$ cat src/rtl/boxcar_decimator.sv
// Boxcar averaging decimator: sums non-overlapping blocks of 2^L signed samples
// and emits one rounded, K-bit-extended average per block as a single-cycle strobe.
//
// state | meaning
// IDLE  | count = 0, no partial block held; next accepted sample latches L
// ACCUM | 1 <= count < 2^L, block in progress with latched L
module boxcar_decimator #(
    parameter int IN_WIDTH  = 16,
    parameter int OUT_WIDTH = 17,
    parameter int MAX_LOG2  = 5
) (
    input  logic                            i_clk,
    input  logic                            i_reset,
    input  logic                            i_enable,
    input  logic [$clog2(MAX_LOG2+1)-1:0]   i_log2_decim,
    input  logic                            i_valid,
    input  logic [IN_WIDTH-1:0]             i_data,
    output logic                            o_valid,
    output logic [OUT_WIDTH-1:0]            o_data,
    output logic [$clog2(MAX_LOG2+1)-1:0]   o_active_log2
);
    localparam int LW    = $clog2(MAX_LOG2 + 1);
    localparam int K     = OUT_WIDTH - IN_WIDTH;
    localparam int ACC_W = IN_WIDTH + MAX_LOG2;
    localparam int CW    = MAX_LOG2 + 1;
    localparam int SW    = ACC_W + K + 1;
    localparam logic [LW-1:0] L_MAX = LW'(MAX_LOG2);

    typedef enum logic {
        IDLE,
        ACCUM
    } state_t;

    state_t                  state, state_n;
    logic signed [ACC_W-1:0] acc, acc_n;
    logic [CW-1:0]           count, count_n;
    logic                    valid_n;
    logic [OUT_WIDTH-1:0]    data_n;
    logic [LW-1:0]           active_n;

    logic                    accept;
    logic [LW-1:0]           l_req;
    logic [LW-1:0]           l_cur;
    logic [CW-1:0]           count_inc;
    logic [CW-1:0]           block_len;
    logic                    done;
    logic signed [ACC_W-1:0] sum;
    logic signed [SW-1:0]    scaled;
    logic signed [SW-1:0]    rnd;

    always_ff @(posedge i_clk) begin
        if (i_reset) begin
            state         <= IDLE;
            acc           <= '0;
            count         <= '0;
            o_valid       <= 1'b0;
            o_data        <= '0;
            o_active_log2 <= '0;
        end else begin
            state         <= state_n;
            acc           <= acc_n;
            count         <= count_n;
            o_valid       <= valid_n;
            o_data        <= data_n;
            o_active_log2 <= active_n;
        end
    end

    always_comb begin
        state_n   = state;
        acc_n     = acc;
        count_n   = count;
        valid_n   = 1'b0;
        data_n    = o_data;
        active_n  = o_active_log2;

        accept    = i_valid & i_enable;
        l_req     = (i_log2_decim > L_MAX) ? L_MAX : i_log2_decim;
        // A block opened this cycle uses the freshly requested L, otherwise the latched one
        l_cur     = (state == IDLE) ? l_req : o_active_log2;
        count_inc = count + CW'(1);
        block_len = CW'(1) << l_cur;
        done      = accept && (count_inc == block_len);

        sum       = acc + {{MAX_LOG2{i_data[IN_WIDTH-1]}}, i_data};
        scaled    = SW'(sum);
        scaled    = scaled <<< K;
        rnd       = SW'((SW'(1) << l_cur) >> 1);

        if (!i_enable) begin
            state_n = IDLE;
            acc_n   = '0;
            count_n = '0;
        end else if (accept) begin
            if (state == IDLE) begin
                active_n = l_req;
            end
            if (done) begin
                data_n  = OUT_WIDTH'((scaled + rnd) >>> l_cur);
                valid_n = 1'b1;
                acc_n   = '0;
                count_n = '0;
                state_n = IDLE;
            end else begin
                acc_n   = sum;
                count_n = count_inc;
                state_n = ACCUM;
            end
        end
    end
endmodule

$ cat config.mk
export PLATFORM = sky130hd
export DESIGN_NAME = boxcar_decimator
export DESIGN_NICKNAME = d
export VERILOG_FILES = /design/src/rtl/boxcar_decimator.sv
export SDC_FILE = /design/constraint.sdc
export NUM_CORES = 1
export LEC_CHECK = 0
export CORE_MARGIN = 2
export CORE_UTILIZATION = 35
export CTS_CLUSTER_DIAMETER = 40
export DETAILED_ROUTE_END_ITERATION = 8
export GPL_ROUTABILITY_DRIVEN = 0
export HOLD_SLACK_MARGIN = 0.08
export PLACE_DENSITY = 0.53
export SYNTH_ARGS = -nofsm -noshare
export SYNTH_HDL_FRONTEND = slang
export SYNTH_SLANG_ARGS = --single-unit
$ cat constraint.sdc
create_clock -name i_clk -period 14.1 [get_ports i_clk]
set_input_delay 2.82 -clock i_clk [delete_from_list [all_inputs] [get_ports i_clk]]
set_output_delay 2.82 -clock i_clk [all_outputs]
set_load 0.01 [all_outputs]
==> metrics <==
outcome complete, no violations; Tot GR Track Use 0.195; synth warn 0; Arr. time, crit path 7.57 ns; Gate Count Post-Synth between 600 and 700; Slew Viols, Final 0; WS Path Type input port to flip-flop; Slew @ Worst Pin approximately 1.1 ns; delay-heaviest family, CP simple AND/OR/NAND/NOR gates; Fin. Hold Viols 0; vias in the first global route 4663; Setup crit start kind input port; CTS sink count 49; IO Port Bufs 43; vias per cell just under 6; top_reg_cell synth dfxtp_1; max cap viols 0; CP Max Fanout 28; most frequent cells in the layout nor2_1 (72), a21oi_1 (66), nand2_1 (58), dfxtp_1 (49), clkdlybuf4s50_1 (43); postcts setup bufs 0; period utilization 0.520; Die Height between 100 and 150 um; RSZ-0062 raised after global routing false; commonest non-fill, non-tap cell in the layout nor2_1; PwrDens around 77 mW/mm^2; die area between 0.01 and 0.015 mm^2; CP max-delay cell o21ai_2; Tmin final between 7 and 8 ns; Core Footprint 0.0137 mm^2; HP Class flip-flop to flip-flop; clk root buf clkbuf_16; antenna violations before repair 0; CTS clock-pin slew for the worst setup and hold paths 0.07 ns; crit-path max cell delay about 0.85 ns; Post-DP HPWL between 10000 and 15000 um; Area Overhead vs Synth 14.3%; post_cts resized 0; Worst Setup End Kind flip-flop; ant diodes 0; post-synthesis register bit count 49; H-tree depth 2; Final Skew 0.00696 ns; drt total wl about 14000 um; Final Util 0.405; Rel. slew slack 0.253; fmax between 100 and 150 MHz; clock latency on the worst-skew pair a little over 0.3 ns; TritonCTS buffer count 5; cell repeated most along the worst path nor3_1; CTS tree built; GRT Residual Overflow 0; Synth Cell Area around 0.005 mm^2; Post-Syn Nets about 700; share of post-route cells with drive strength above 1 0.0752; row count 43; VDD IR max about 0.044 mV; ys async rst share 0; first-pass GRT wire length about 23000 um; Nets 716; I/O pins 44; Detailed Routing Iterations Pass 1 5; via total after detailed routing ~4900; Initial DRC Count 307; Wirelength per Cell ~17 um; Hold-fix buffers, CTS 0; Pleak around 2.0 nW; EDFF count, synth 0; final antenna-violating net count 0; largest net degree at the start of global routing 43; Crit path required time ~14 ns; crit-path cells clkdlybuf4s50_1 > a21oi_1 > o21ai_2 > nand3_1 > fa_1 > nor2b_1 > o31a_1 > o22ai_1 > nor4_4 > nand3_2 > or2_1 > or4_4 > a311oi_1 > nor3_1 > nor3_1; sequential share of the synthesized area 0.202; # DRC 0; fillcell total around 1500; initial core utilization 0.354; Avg Cell Area, Syn between 7 and 8 um^2; synth unique cells between 80 and 90; worst-case clock buffer depth 2; die width 122 um; Final Setup Violations 0; TNS Setup 0 ns; CP Buf/Inv Count 1
==> metrics by stage <==
stage	hold slack [ns]	worst slack (ns)	total power, mW	instances	cell area, um^2
final	0.460	6.77	0.430	845	5560
after detailed placement	0.449	6.49	0.283	837	5380
after global routing	0.483	6.25	0.455	845	5560
after global placement	0.442	6.60	0.283	837	5380
after CTS	0.460	6.80	0.435	845	5560
after floorplan	0.436	7.40	0.247	651	4860
==> logic make-up (layout without fill, tap and decap cells) <==
logic type	count (synthesis)	after routing	share of synthesized area
flip-flops	49	49	0.202
buffers and inverters	52	66	0.0468
multiplexers	19	19	0.0417
AO/OA/AOI/OAI	220	220	0.315
XOR/XNOR	22	22	0.0396
adder cells (fa/ha/maj)	29	29	0.0777
AND/OR/NAND/NOR	260	260	0.277
==> cells in the mapped netlist, types with 8 or more instances <==
master     n  area [um^2]
nand2b_1   9         56.3
nand3_1   19         95.1
a21o_1    10         75.1
a211oi_1  10         75.1
nand2_1   58          218
clkbuf_1  23         86.3
a21oi_1   66          330
xor2_1     8         70.1
xnor2_1   14          123
o211ai_1  12         90.1
dfxtp_1   49          981
buf_2     15         75.1
and2_1    10         62.6
mux2i_1   11          110
nor2_1    72          270
o21ai_0   33          165
o21a_1     8         60.1
nor3_1    30          150
ha_1      27          338
==> sequential cells by signal, summed over array words and instances, names as in the netlist <==
name and flops:
acc 21, count 6, o_active_log2 3, o_data 17, o_valid 1, state 1
==> area by class of cell <==
cell class              count  area [um^2]  area share
multi-input cells         550         3660       0.658
clock inverters             2         37.5     0.00676
repair buffers             51          490      0.0883
flip-flops and latches     49          981       0.177
well taps                 180          225      0.0405
inverters                   7         26.3     0.00473
clock buffers               6          139      0.0250
==> final timing paths <==
check,depth (start not counted),from,slack [ns],to
max,15,i_log2_decim[2],6.77,o_data[12]
min reg2reg,2,acc[9],0.46,acc[9]
min,2,acc[9],0.46,acc[9]
max reg2reg,13,state,9.50,o_data[12]
==> worst min-delay path, cell delays in order (launching register included) <==
cell and delay, ns:
dfxtp_1 0.31, nand2_1 0.05, a21oi_1 0.05
==> power breakdown <==
group | internal [mW] | leakage, nW | switching, mW | total [mW]
clock network | 0.0888 | 0.0831 | 0.0599 | 0.149
logic | 0.0540 | 1.53 | 0.0829 | 0.137
registers | 0.142 | 0.397 | 0.00240 | 0.144
==> metal layers <==
layer	global-route usage	up-vias	wire length, um
li1	-	2471	-
met1	0.250	2340	6680
met2	0.344	67	6880
met3	0.0281	11	322
met4	0.0467	0	165
met5	0	-	0
No activity file was read; power rests on OpenSTA's default activity.
